`config.mk`:
```
export PLATFORM = sky130hd
export DESIGN_NAME = uart_rx
export DESIGN_NICKNAME = d
export VERILOG_FILES = /design/src/rtl/uart_pkg.sv /design/src/rtl/sync_2ff.sv /design/src/rtl/uart_rx.sv
export SDC_FILE = /design/constraint.sdc
export NUM_CORES = 1
export LEC_CHECK = 0
export CORE_ASPECT_RATIO = 1.2
export CORE_MARGIN = 10
export CORE_UTILIZATION = 45
export CTS_CLUSTER_DIAMETER = 30
export DETAILED_ROUTE_END_ITERATION = 8
export HOLD_SLACK_MARGIN = 0.15
export PLACE_DENSITY = 0.77
export SKIP_LAST_GASP = 1
export SYNTH_ARGS = -nofsm -noshare
export SYNTH_HDL_FRONTEND = slang
export SYNTH_SLANG_ARGS = --single-unit
```
`constraint.sdc`:
```
create_clock -name clk -period 3 [get_ports clk]
set_clock_uncertainty 0.2 [all_clocks]
set_input_delay 0.6 -clock clk [delete_from_list [all_inputs] [get_ports clk]]
set_output_delay 0.6 -clock clk [all_outputs]
set_load 0.05 [all_outputs]
```
`src/rtl/uart_pkg.sv`:
```
`default_nettype none
// ============================================================================
// Module   : uart_pkg
// Purpose  : Shared types and constants for the UART receiver.
// Revision : 1.0
// ============================================================================
package uart_pkg;

   typedef enum logic [2:0] {
      idle   = 3'd0,
      start  = 3'd1,
      data   = 3'd2,
      parity = 3'd3,
      stop   = 3'd4
   } rx_state_t;

   localparam int   OVERSAMPLE = 16;
   localparam int   MID_TICK   = 7;
   localparam logic PARITY_ODD = 1'b0;

endpackage
`default_nettype wire

```
`src/rtl/sync_2ff.sv`:
```
`default_nettype none
// ============================================================================
// Module   : sync_2ff
// Purpose  : Two-flop single-bit synchroniser, resets to 1 (idle line level).
// Revision : 1.0
// ============================================================================
module sync_2ff (
   input  logic clk,
   input  logic rst,
   input  logic d,
   output logic q
);

   logic meta_d, meta_q;
   logic sync_d, sync_q;

   always_comb begin
      meta_d = d;
      sync_d = meta_q;
   end

   always_ff @(posedge clk) begin
      if (rst) begin
         meta_q <= 1'b1;
         sync_q <= 1'b1;
      end else begin
         meta_q <= meta_d;
         sync_q <= sync_d;
      end
   end

   assign q = sync_q;

endmodule
`default_nettype wire

```
`src/rtl/uart_rx.sv`:
```
`default_nettype none
// ============================================================================
// Module   : uart_rx
// Purpose  : 16x-oversampled UART receiver; optional even parity when
//            UART_RX_PARITY_EN is defined.
// Revision : 1.0
// ============================================================================
module uart_rx #(
   parameter int DBIT    = 8,
   parameter int SB_TICK = 16
) (
   input  logic       clk,
   input  logic       rst,
   input  logic       rx,
   input  logic       s_tick,
   output logic [7:0] dout,
   output logic       rx_done_tick,
   output logic       frm_err,
   output logic       par_err,
   output logic       rx_busy
);
   import uart_pkg::*;

   localparam logic [4:0] TK_MID  = 5'(MID_TICK);
   localparam logic [4:0] TK_LAST = 5'(OVERSAMPLE - 1);
   localparam logic [4:0] TK_END  = 5'(SB_TICK - 1);
   localparam logic [2:0] BT_LAST = 3'(DBIT - 1);

   logic rx_s;

   sync_2ff u_sync_rx (
      .clk (clk),
      .rst (rst),
      .d   (rx),
      .q   (rx_s)
   );

   rx_state_t       state_q, state_d;
   logic [4:0]      tk_q, tk_d;
   logic [2:0]      bt_q, bt_d;
   logic [DBIT-1:0] sh_q, sh_d;
   logic [7:0]      dout_q, dout_d;
   logic            done_q, done_d;
   logic            frm_q, frm_d;
   logic            serr_q, serr_d;
   logic [7:0]      dout_ext;
`ifdef UART_RX_PARITY_EN
   logic            pbit_q, pbit_d;
   logic            par_q, par_d;
`endif

   always_comb begin
      state_d  = state_q;
      tk_d     = tk_q;
      bt_d     = bt_q;
      sh_d     = sh_q;
      dout_d   = dout_q;
      done_d   = 1'b0;
      frm_d    = frm_q;
      serr_d   = serr_q;
      dout_ext = '0;
      dout_ext[DBIT-1:0] = sh_q;
`ifdef UART_RX_PARITY_EN
      pbit_d   = pbit_q;
      par_d    = par_q;
`endif
      case (state_q)
         idle: begin
            if (!rx_s) begin
               state_d = start;
               tk_d    = '0;
            end
         end
         start: begin
            if (s_tick) begin
               if (tk_q == TK_MID) begin
                  if (!rx_s) begin
                     state_d = data;
                     tk_d    = '0;
                     bt_d    = '0;
                  end else begin
                     state_d = idle;
                  end
               end else begin
                  tk_d = tk_q + 5'd1;
               end
            end
         end
         data: begin
            if (s_tick) begin
               if (tk_q == TK_LAST) begin
                  sh_d = {rx_s, sh_q[DBIT-1:1]};
                  tk_d = '0;
                  if (bt_q == BT_LAST) begin
`ifdef UART_RX_PARITY_EN
                     state_d = parity;
`else
                     state_d = stop;
`endif
                  end else begin
                     bt_d = bt_q + 3'd1;
                  end
               end else begin
                  tk_d = tk_q + 5'd1;
               end
            end
         end
`ifdef UART_RX_PARITY_EN
         parity: begin
            if (s_tick) begin
               if (tk_q == TK_LAST) begin
                  pbit_d  = rx_s;
                  tk_d    = '0;
                  state_d = stop;
               end else begin
                  tk_d = tk_q + 5'd1;
               end
            end
         end
`endif
         stop: begin
            // Stop is entered at the centre of the previous bit, so the
            // stop bit's own centre falls one full bit period later.
            if (s_tick) begin
               if (tk_q == TK_LAST) begin
                  serr_d = ~rx_s;
               end
               if (tk_q == TK_END) begin
                  done_d  = 1'b1;
                  dout_d  = dout_ext;
                  frm_d   = serr_d;
`ifdef UART_RX_PARITY_EN
                  par_d   = ((^sh_q) ^ pbit_q) != PARITY_ODD;
`endif
                  state_d = idle;
               end else begin
                  tk_d = tk_q + 5'd1;
               end
            end
         end
         default: state_d = idle;
      endcase
   end

   always_ff @(posedge clk) begin
      if (rst) begin
         state_q <= idle;
         tk_q    <= '0;
         bt_q    <= '0;
         sh_q    <= '0;
         dout_q  <= '0;
         done_q  <= 1'b0;
         frm_q   <= 1'b0;
         serr_q  <= 1'b0;
`ifdef UART_RX_PARITY_EN
         pbit_q  <= 1'b0;
         par_q   <= 1'b0;
`endif
      end else begin
         state_q <= state_d;
         tk_q    <= tk_d;
         bt_q    <= bt_d;
         sh_q    <= sh_d;
         dout_q  <= dout_d;
         done_q  <= done_d;
         frm_q   <= frm_d;
         serr_q  <= serr_d;
`ifdef UART_RX_PARITY_EN
         pbit_q  <= pbit_d;
         par_q   <= par_d;
`endif
      end
   end

   assign dout         = dout_q;
   assign rx_done_tick = done_q;
   assign frm_err      = frm_q;
   assign rx_busy      = (state_q != idle);
`ifdef UART_RX_PARITY_EN
   assign par_err      = par_q;
`else
   assign par_err      = 1'b0;
`endif

endmodule
`default_nettype wire

```
-- After elaboration in Yosys (flattened, before gate mapping)
Cells that the tools add are included.
- reduce and logical (&&, ||, !) cells: 11
- bitwise logic cells: 3
- muxes and demuxes: 27
- multipliers: 0
- shift operators: 0
- order comparisons: 0
- add/sub/neg operators: 2
- equality and inequality tests: 17
- divide/modulo/power cells: 0
- operators with widths (operator ; count):
    two-way mux 3 bit ; 14
    two-way mux 5 bit ; 7
    inequality test 2 bit (second input constant) ; 11
    case mux 5 bit (4 select lines) ; 1
    case mux 3 bit (4 select lines) ; 1
    AND reduction 8 bit ; 1
    AND reduction 7 bit ; 1
    == test 3 bit (second input constant) ; 2
    case mux 3 bit (2 select lines) ; 1
    AND reduction 3 bit ; 2
    adder 5 x 1 -> 5 bit (second input constant) ; 1
    == test 5 x 3 -> 1 bit (second input constant) ; 1
    == test 5 x 4 -> 1 bit (second input constant) ; 1
    AND reduction 5 bit ; 1
    nonzero test 4 bit ; 1
    adder 3 x 1 -> 3 bit (second input constant) ; 1
    == test 3 x 1 -> 1 bit (second input constant) ; 1
    == test 3 x 2 -> 1 bit (second input constant) ; 1
    zero test 3 bit ; 1
    NOT 1 bit ; 3
    nonzero test 3 bit ; 1
    OR reduction 3 bit ; 1
    two-way mux 1 bit ; 2
    two-way mux 2 bit ; 1
    other kinds (2) ; 2
- memories: 0
- output and inout bits: 12
- memory bits (writable): 0
- bits in registers: 32
- latch bits: 0
- logic and storage cells: 70
- bits in read-only memories: 0
- input port bits: 4

-- Logic depth before layout (Yosys ltp)
Gate-level depths: netlist of run 1.
- depth in word-level cells: 5
- gate-level depth with buffers: 8
- gate-level depth less buffers: 8

-- By module
Synthesis of run 1 repeated with hierarchy kept, for this count alone.
- cell total of the unflattened synthesis: 186
- area, all modules: 1659.1 um2
- modules (own cells, without submodules) (module ; cells an instance ; sequential area each (um2) ; instances ; area each (um2)):
    uart_rx ; 182 ; 600.6 ; 1 ; 1606.5
    sync_2ff ; 4 ; 40.0 ; 1 ; 52.6

-- Worst setup path after synthesis of run 1
No wires, ideal clock.
- path kind: register -> register
- start point: register tk_q[0]
- end point: register tk_q[3]
- stages on the path, launching flop included: 9
- buffers on the path: 0
- library setup time: 0.120 ns
- clock period less this slack: 2.299 ns
- data required time: 2.680 ns
- slack: 0.701 ns
- arrival time: 1.979 ns
- cell sequence: dfxtp_1 -> ha_1 -> and3_1 -> ha_1 -> nor3b_1 -> o311ai_1 -> a21oi_4 -> and4b_1 -> a211o_1
- word-level cells in the longest chain between the ends: 4
- elaborated cells between the ends (all ways): 12
- those cells by class: add/sub (1); eq/ne (3); mux (7); reduce/logical (1)
- RTL lines (what ; line ; RTL):
    from (decl) ; uart_rx.sv:39 ; logic [4:0] tk_q, tk_d;
    from (signal assigned) ; uart_rx.sv:161 ; tk_q <= tk_d;
    adder 5 x 1 -> 5 bit, or another cell as far along ; uart_rx.sv:85, uart_rx.sv:104, uart_rx.sv:137 ;
    two-way mux 5 bit, on equally long branches ; uart_rx.sv:128, uart_rx.sv:76, uart_rx.sv:91 ;
    two-way mux 5 bit, on equally long branches ; uart_rx.sv:124, uart_rx.sv:75, uart_rx.sv:90 ;
    case mux 5 bit (4 select lines) ; uart_rx.sv:67 ; case (state_q)
Several ways; a longest one is shown, not always the timed one. The select of a mux whose other input is x is not followed.
A chain may end at the register's enable or synchronous reset.

-- Worst setup path in the final report of run 1
- start point: register state_q[0]
- end point: output port rx_busy
- word-level cells in the longest chain between the ends: 1
- RTL lines (what ; line ; RTL):
    from (decl) ; uart_rx.sv:38 ; rx_state_t state_q, state_d;
    from (signal assigned) ; uart_rx.sv:147 ; state_q <= idle;
    from (signal assigned) ; uart_rx.sv:160 ; state_q <= state_d;
    nonzero test 3 bit ; uart_rx.sv:178 ; assign rx_busy = (state_q != idle);
    to (decl) ; uart_rx.sv:20 ; output logic rx_busy
Every way passes these cells.

==> flow_metrics.py, run 1 <==
metrics = {
    "cells_and_area": {
        "diodes": 0,
        "area_growth_pct": 16.41,
        "regArea_sq_um": 640.6,
        "finish.net_count": 192,
        "fillCellCount": 313,
        "drive_gt1_frac": 0.1202,
        "multi_input_area_sq_um": 853.3,
    },
    "clock_network": {
        "htreeDepth": 2,
        "numCtsBuffers": 5,
        "tritoncts": "built",
        "ctsHoldBuffers": 0,
        "clock_latency_ns": 0.28,
        "postCtsSetupRepairBufs": 0,
        "cts.path.max_buffers": 2,
        "cts_sinks": 32,
        "root_buffer": "clkbuf_8",
        "clkTransAtPathRegs_ns": 0.07,
        "cts_resized": 0,
    },
    "power": {
        "p_leak_nw": 0.7783,
        "peakVddDrop_uv": 337.7,
        "p_per_area_nw_per_um2": 500.8,
    },
    "grt": {
        "antenna_found_initial": 0,
        "track_usage": 0.1105,
        "grt_pass1_wl_mm": 5.520,
        "grt_pass1_vias": 1232,
        "grt-ovfl-total": 0,
        "grt_max_degree": 26,
    },
    "outcome": {
        "status": "finished clean",
    },
    "yosys": {
        "ys_ff_latch": 32,
        "synthTopCellsByCount": "33 x nor2_1, 32 x dfxtp_1, 19 x mux2i_1",
        "synth_edf_count": 0,
        "synth_cell_type_count": 42,
        "ys_dominant_reg_cell": "dfxtp_1",
        "synth_area_leaders": "dfxtp_1 41%, mux2i_1 12%, nor2_1 7.9%",
        "async_reset_ff_frac": 0,
        "synth_seq_area_share": 0.4099,
        "syn-num-nets": 178,
        "synth_top_cell_area_share": 0.4099,
        "syn_area_sq_um": 1563,
        "yosysMostFrequentCell": "nor2_1",
        "syn_inst": 168,
        "yosysTopAreaCell": "dfxtp_1",
        "synth_area_per_cell_sq_um": 9.302,
        "yosys_warnings": 0,
    },
    "floorplanning": {
        "die-area_sq_um": 6240,
        "boundaryPins": 16,
        "die_x_um": 73.80,
        "core_area_sq_um": 3338,
        "die_h_um": 84.56,
        "rows": 23,
        "initial_utilization": 0.4681,
    },
    "worst_hold_path": {
        "hp-class": "reg2reg",
    },
    "sta": {
        "setup-tns-final_ns": 0,
        "setup_slack_ns": 0.1946,
        "min_period_ns": 2.805,
        "min_period_over_period": 0.9351,
        "relSlewSlack": 0.6007,
        "drv_slew": 0,
        "fmaxAchievable_mhz": 356.5,
        "hold_viol": 0,
        "rsz0062_at_grt": "no",
        "worstMarginPinSlew_ns": 0.5909,
        "setup_violations": 0,
    },
    "routing": {
        "drc": 0,
        "ant_nets": 0,
        "viasPerCell": 5.486,
        "drt_iter0_drc": 102,
        "avgRoutedWirePerCell_um": 13.95,
        "maxUsedRoutingLayer": "met4",
        "wl_met2_mm": 1.612,
        "wl_met3_um": 123,
        "vias": 1207,
        "m1WireLength_mm": 1.281,
        "wl_mm": 3.070,
        "firstDrtPassIters": 4,
    },
    "setup_path": {
        "crit_fanout": 18,
        "required_ns": 2.20,
        "start_kind": "flip-flop",
        "critical_path_class": "reg2out",
        "arrival_ns": 2.01,
        "endpoint_kind": "output pin",
    },
    "job": {
        "cap_violations": 0,
    },
    "placed_design": {
        "gp_congestion": 0.8738,
        "place_ws_ns": 0.4810,
        "portBuffers": 14,
        "dp_hpwl_mm": 2.304,
    },
}
-- logic make-up (layout without fill, tap and decap cells) --
logic type	after synthesis	in the layout	synth area share
muxes	19	19	0.1217
AOI/OAI and AO/OA	28	28	0.1409
adders and majority gates	6	6	0.04804
buffers and inverters	15	30	0.04402
DFF	32	32	0.4099
xor gates and xnor gates	1	1	0.01041
and+or+nand+nor	66	66	0.2226
other	1	1	0.002400
-- area by class of cell --
class,count,area share
sequential,32,0.3521
timing repair buffer,18,0.09354
tap,37,0.02545
inverter,4,0.008253
clock inverter,1,0.004127
clock buffer,7,0.04746
multi-input combinational,121,0.4691
-- cell usage in the layout, fill, tap and decap left out, types with 2 or more instances in the layout --
master,n
o21ai_0,6
nand2_1,3
ha_1,6
nand4_1,2
buf_4,4
a211oi_1,2
nor4bb_1,2
nand2b_1,8
nor3_1,2
nor2_1,33
dfxtp_1,32
clkbuf_8,6
a21oi_1,6
inv_1,4
mux2i_1,19
nand3_1,3
or2_2,3
clkdlybuf4s50_1,14
nor3b_1,2
o22ai_1,3
-- registers in the layout, indices dropped and copies added (netlist names) --
register          count
dout                  8
dout_ext              8
tk_q                  5
bt_q                  3
state_q               3
frm_err               1
rx_done_tick          1
serr_q                1
u_sync_rx.meta_q      1
u_sync_rx.q           1
-- critical path, stage by stage (launching register included) --
cell             delay [ns]
dfxtp_1                0.69
nor3_1                 0.16
inv_1                  0.08
clkdlybuf4s50_1        0.80
-- final timing paths --
check | endpoint | cells past startpoint | startpoint | slack [ns]
worst min-delay path | u_sync_rx.q | 1 | u_sync_rx.meta_q | 0.21
worst max-delay path | rx_busy | 3 | state_q[0] | 0.19
worst max register to register | tk_q[3] | 9 | tk_q[0] | 0.59
worst min register to register | u_sync_rx.q | 1 | u_sync_rx.meta_q | 0.21
-- routing by layer --
layer	up-vias	track usage
met1	569	0.1134
met2	21	0.1809
met4	0	0.06961
met5	-	0
li1	613	-
met3	4	0.04240
-- per-stage QoR --
| step | cell area, sq um | power [W] | hold WS (ns) | cells | util |
|---|---|---|---|---|---|
| final | 1819 | 0.0009110 | 0.2109 | 220 | 0.5450 |
| after global routing | 1819 | 0.0009555 | 0.2437 | 220 | 0.5450 |
| after CTS | 1819 | 0.0009209 | 0.2140 | 220 | 0.5450 |
| after detailed placement | 1725 | 0.0005807 | 0.1992 | 212 | 0.5169 |
| after global placement | 1725 | 0.0005779 | 0.1932 | 212 | 0.5169 |
| after floorplan | 1563 | 0.0005576 | 0.1895 | 168 | - |
-- where the power goes --
part | internal, W | switching [W]
clock | 0.000186 | 0.000154
sequential | 0.000430 | 0.0000170
combinational | 0.0000546 | 0.0000694
total | 0.000671 | 0.000240
Power figures use the tool's default switching activity.
==> run 2, diff against run 1 <==
- CORE_MARGIN: 10 -> 4
- RECOVER_POWER: unset -> 25
==> run 2 against run 1 <==
Compared with the run above:
- first-iteration DRC count is 3.9% lower
- sequential share of layout area is 0.073 points higher
- cell count stayed put
- highest routed layer unchanged
- sequential cell count stayed put
==> flow_metrics.py, run 2 (same netlist as run 1, synthesis figures left out) <==
metrics = {
    "sta": {
        "worstMarginPinSlew_ns": 0.9261,
        "hold_viol": 0,
        "drv_slew": 0,
        "min_period_over_period": 0.9357,
        "min_period_ns": 2.807,
        "setup_violations": 0,
        "fmaxAchievable_mhz": 356.3,
        "relSlewSlack": 0.3826,
        "hold-worst-slack_ns": 0.2118,
        "setup-tns-final_ns": 0,
        "setup_slack_ns": 0.1930,
        "rsz0062_at_grt": "no",
    },
    "cells_and_area": {
        "final_util": 0.5439,
        "mostFrequentLayoutCell": "nor2_1",
        "diodes": 0,
        "final_cell_mix": "33 x nor2_1, 32 x dfxtp_1, 19 x mux2i_1, 13 x clkdlybuf4s50_1, 8 x nand2b_1",
        "fin_area_sq_um": 1815,
        "area_growth_pct": 16.17,
        "drive_gt1_frac": 0.1148,
        "finish.net_count": 192,
    },
    "routing": {
        "wl_mm": 3.045,
        "vias": 1210,
        "wl_met3_um": 113,
        "viasPerCell": 5.500,
        "drt_iter0_drc": 98,
        "wl_met2_mm": 1.580,
        "firstDrtPassIters": 4,
        "drc": 0,
        "m1WireLength_mm": 1.272,
        "avgRoutedWirePerCell_um": 13.84,
        "ant_nets": 0,
        "maxUsedRoutingLayer": "met4",
    },
    "placed_design": {
        "gp_congestion": 0.8987,
        "placed_area_sq_um": 1725,
        "dp_hpwl_mm": 2.195,
        "portBuffers": 14,
        "place_ws_ns": 0.4741,
    },
    "floorplanning": {
        "die-area_sq_um": 4484,
        "die_x_um": 61.80,
        "core_area_sq_um": 3338,
        "rows": 23,
        "boundaryPins": 16,
        "die_h_um": 72.56,
        "initial_utilization": 0.4681,
    },
    "grt": {
        "antenna_found_initial": 0,
        "track_usage": 0.1595,
        "grt_pass1_vias": 1164,
        "grt-ovfl-total": 0,
        "grt_pass1_wl_mm": 5.250,
        "grt_max_degree": 26,
    },
    "clock_network": {
        "clkTransAtPathRegs_ns": 0.06,
        "postCtsSetupRepairBufs": 0,
        "numCtsBuffers": 5,
        "ctsHoldBuffers": 0,
        "cts_sinks": 32,
        "clock_latency_ns": 0.28,
        "cts_resized": 0,
        "cts.path.max_buffers": 2,
        "root_buffer": "clkbuf_8",
        "htreeDepth": 2,
        "tritoncts": "built",
    },
    "power": {
        "peakVddDrop_uv": 390.1,
        "p_per_area_nw_per_um2": 499.7,
        "p_leak_nw": 0.7750,
    },
    "outcome": {
        "status": "finished clean",
    },
    "setup_path": {
        "crit_fanout": 18,
        "arrival_ns": 2.01,
        "rr_endpoint": "bt_q[0]",
        "worstReg2RegStart": "tk_q[0]",
        "critical_path_class": "reg2out",
        "r2r_cells": 8,
        "endpoint_kind": "output pin",
        "r2r_setup_slack_ns": 0.57,
        "start_kind": "flip-flop",
        "startpoint": "state_q[0]",
        "critPathCapture": "rx_busy",
        "required_ns": 2.20,
    },
    "worst_hold_path": {
        "hp-class": "reg2reg",
    },
    "job": {
        "cap_violations": 0,
    },
}
==> run 2: cell types whose count changed in the layout (fill, tap and decap cells not counted) <==
cell             before  now
clkbuf_1              1    2
clkdlybuf4s50_1      14   13
dlygate4sd3_1         0    1
buf_4                 4    3
==> run 2: layer usage <==
| layer | up-vias | global-route usage |
|---|---|---|
| met5 | - | 0 |
| met4 | 0 | 0.08962 |
| met3 | 8 | 0.04804 |
| met2 | 24 | 0.2538 |
| met1 | 566 | 0.1854 |
| li1 | 612 | - |
==> run 2: area by class of cell <==
type,count,area (sq um)
Fill cell,303,1523
Multi-Input combinational cell,121,853.3
Sequential cell,32,640.6
Timing Repair Buffer,18,166.4
Clock buffer,7,86.33
Tap cell,37,46.29
Inverter,4,15.01
Clock inverter,1,7.507
==> run 2: power by group <==
group | leakage (nW) | internal (W) | switching [W]
logic | 0.472 | 0.0000538 | 0.0000714
clock network | 0.0445 | 0.000186 | 0.000149
registers | 0.258 | 0.000430 | 0.0000168
total | 0.775 | 0.000670 | 0.000237
==> run 2: worst min path at each step <==
stage | startpoint | to | slack (ns) | cells past startpoint
2_1_floorplan | u_sync_rx.meta_q | u_sync_rx.q | 0.19 | 1
3_3_place_gp | u_sync_rx.meta_q | u_sync_rx.q | 0.19 | 1
3_5_place_dp | u_sync_rx.meta_q | u_sync_rx.q | 0.20 | 1
4_1_cts | u_sync_rx.meta_q | u_sync_rx.q | 0.22 | 1
5_1_grt | u_sync_rx.meta_q | u_sync_rx.q | 0.25 | 1
6_report | u_sync_rx.meta_q | u_sync_rx.q | 0.21 | 1
==> run 2: stage by stage <==
stage | power (W) | cells
CTS | 0.0009193 | 220
global placement | 0.0005775 | 212
floorplan | 0.0005576 | 168
finish | 0.0009072 | 220
detailed placement | 0.0005806 | 212
global route | 0.0009447 | 220
==> run 2: worst max-delay path, cell delays in order, from the launching register on <==
cell	delay [ns]
dfxtp_1	0.68
nor3_1	0.17
inv_1	0.08
clkdlybuf4s50_1	0.79
==> run 3, diff against run 2 <==
- HOLD_SLACK_MARGIN: 0.15 -> 0.06
- RECOVER_POWER: 25 -> 50
==> run 3 against run 2 <==
Compared with the run above:
- fmax unchanged
- critical endpoint unchanged
- sequential power about the same
- global-route usage did not move
- largest cell class unchanged
==> flow_metrics.py, run 3 (same netlist as run 1, synthesis figures left out) <==
metrics = {
    "routing": {
        "ant_nets": 0,
        "vias": 1210,
        "wl_mm": 3.041,
        "drt_iter0_drc": 98,
        "viasPerCell": 5.500,
        "avgRoutedWirePerCell_um": 13.82,
        "drc": 0,
        "firstDrtPassIters": 4,
    },
    "setup_path": {
        "start_kind": "flip-flop",
        "critical_path_class": "reg2out",
        "arrival_ns": 2.01,
        "required_ns": 2.20,
        "crit_fanout": 18,
        "endpoint_kind": "output pin",
    },
    "clock_network": {
        "numCtsBuffers": 5,
        "clkTransAtPathRegs_ns": 0.06,
        "root_buffer": "clkbuf_8",
        "cts.path.max_buffers": 2,
        "htreeDepth": 2,
        "cts_resized": 0,
        "cts_sinks": 32,
        "tritoncts": "built",
        "ctsHoldBuffers": 0,
        "clock_latency_ns": 0.28,
        "postCtsSetupRepairBufs": 0,
    },
    "grt": {
        "grt_pass1_wl_mm": 5.250,
        "use_met2": 0.2538,
        "antenna_found_initial": 0,
        "met1_usage": 0.1854,
        "use_met3": 0.04804,
        "grt-ovfl-total": 0,
        "grt_max_degree": 26,
        "grt_pass1_vias": 1164,
        "top_usage_layer": "met2",
        "track_usage": 0.1595,
    },
    "cells_and_area": {
        "regArea_sq_um": 640.6,
        "mostFrequentLayoutCell": "nor2_1",
        "area_growth_pct": 16.17,
        "multi_input_area_sq_um": 853.3,
        "drive_gt1_frac": 0.1148,
        "fillCellCount": 303,
        "diodes": 0,
        "final_cell_mix": "33 x nor2_1, 32 x dfxtp_1, 19 x mux2i_1, 9 x dlygate4sd3_1, 8 x nand2b_1",
        "finalNonFillerCells": 220,
        "finish.net_count": 192,
    },
    "sta": {
        "rsz0062_at_grt": "no",
        "relSlewSlack": 0.3829,
        "setup-tns-final_ns": 0,
        "setup_violations": 0,
        "min_period_over_period": 0.9357,
        "worstMarginPinSlew_ns": 0.9256,
        "fmaxAchievable_mhz": 356.3,
        "hold_viol": 0,
        "drv_slew": 0,
        "min_period_ns": 2.807,
    },
    "placed_design": {
        "portBuffers": 14,
        "dp.cells": 212,
        "dp_hpwl_mm": 2.195,
        "gp_congestion": 0.8987,
    },
    "outcome": {
        "status": "finished clean",
    },
    "power": {
        "p_per_area_nw_per_um2": 499.7,
        "power_w": 0.0009072,
        "p_leak_nw": 0.8037,
        "peakVddDrop_uv": 390.1,
    },
    "floorplanning": {
        "die_h_um": 72.56,
        "die_x_um": 61.80,
        "rows": 23,
        "initial_utilization": 0.4681,
        "die-area_sq_um": 4484,
        "boundaryPins": 16,
        "core_area_sq_um": 3338,
    },
    "worst_hold_path": {
        "hp-class": "reg2reg",
    },
    "job": {
        "cap_violations": 0,
    },
}
==> run 3: layout make-up <==
cell class,count,share of cell area
multi-input combinational,121,0.4700
sequential,32,0.3529
timing repair buffer,18,0.09166
clock buffer,7,0.04755
tap,37,0.02550
inverter,4,0.008270
clock inverter,1,0.004135
==> run 3: final timing paths <==
check	start	end	slack, ns	cells after the start
min reg2reg	u_sync_rx.meta_q	u_sync_rx.q	0.21	1
max reg2reg	tk_q[0]	bt_q[0]	0.57	8
min	u_sync_rx.meta_q	u_sync_rx.q	0.21	1
max	state_q[0]	rx_busy	0.19	3
==> run 3: per-layer routing <==
metal / part of all wire / vias to the layer above
li1: - / 612
met1: 0.42 / 566
met2: 0.52 / 24
met3: 0.037 / 8
met4: 0.026 / 0
met5: 0 / -
==> run 3: worst max-delay path, stage by stage (launching register included) <==
cell and delay, ns:
dfxtp_1 0.68, nor3_1 0.17, inv_1 0.08, clkdlybuf4s50_1 0.79
==> run 3: power by group <==
group / internal (W) / switching (W)
registers: 0.000430 / 0.0000168
logic: 0.0000538 / 0.0000714
clock network: 0.000186 / 0.000149
total: 0.000670 / 0.000237
==> run 3: per-stage QoR <==
step	instance area [sq um]	util	setup slack, ns	hold WS [ns]
3_3_place_gp	1725	0.5169	0.5600	0.1939
2_1_floorplan	1563	-	0.7009	0.1895
3_5_place_dp	1725	0.5169	0.4741	0.1994
5_1_grt	1815	0.5439	0.09867	0.2537
6_report	1815	0.5439	0.1930	0.2117
4_1_cts	1819	0.5450	0.2092	0.2194
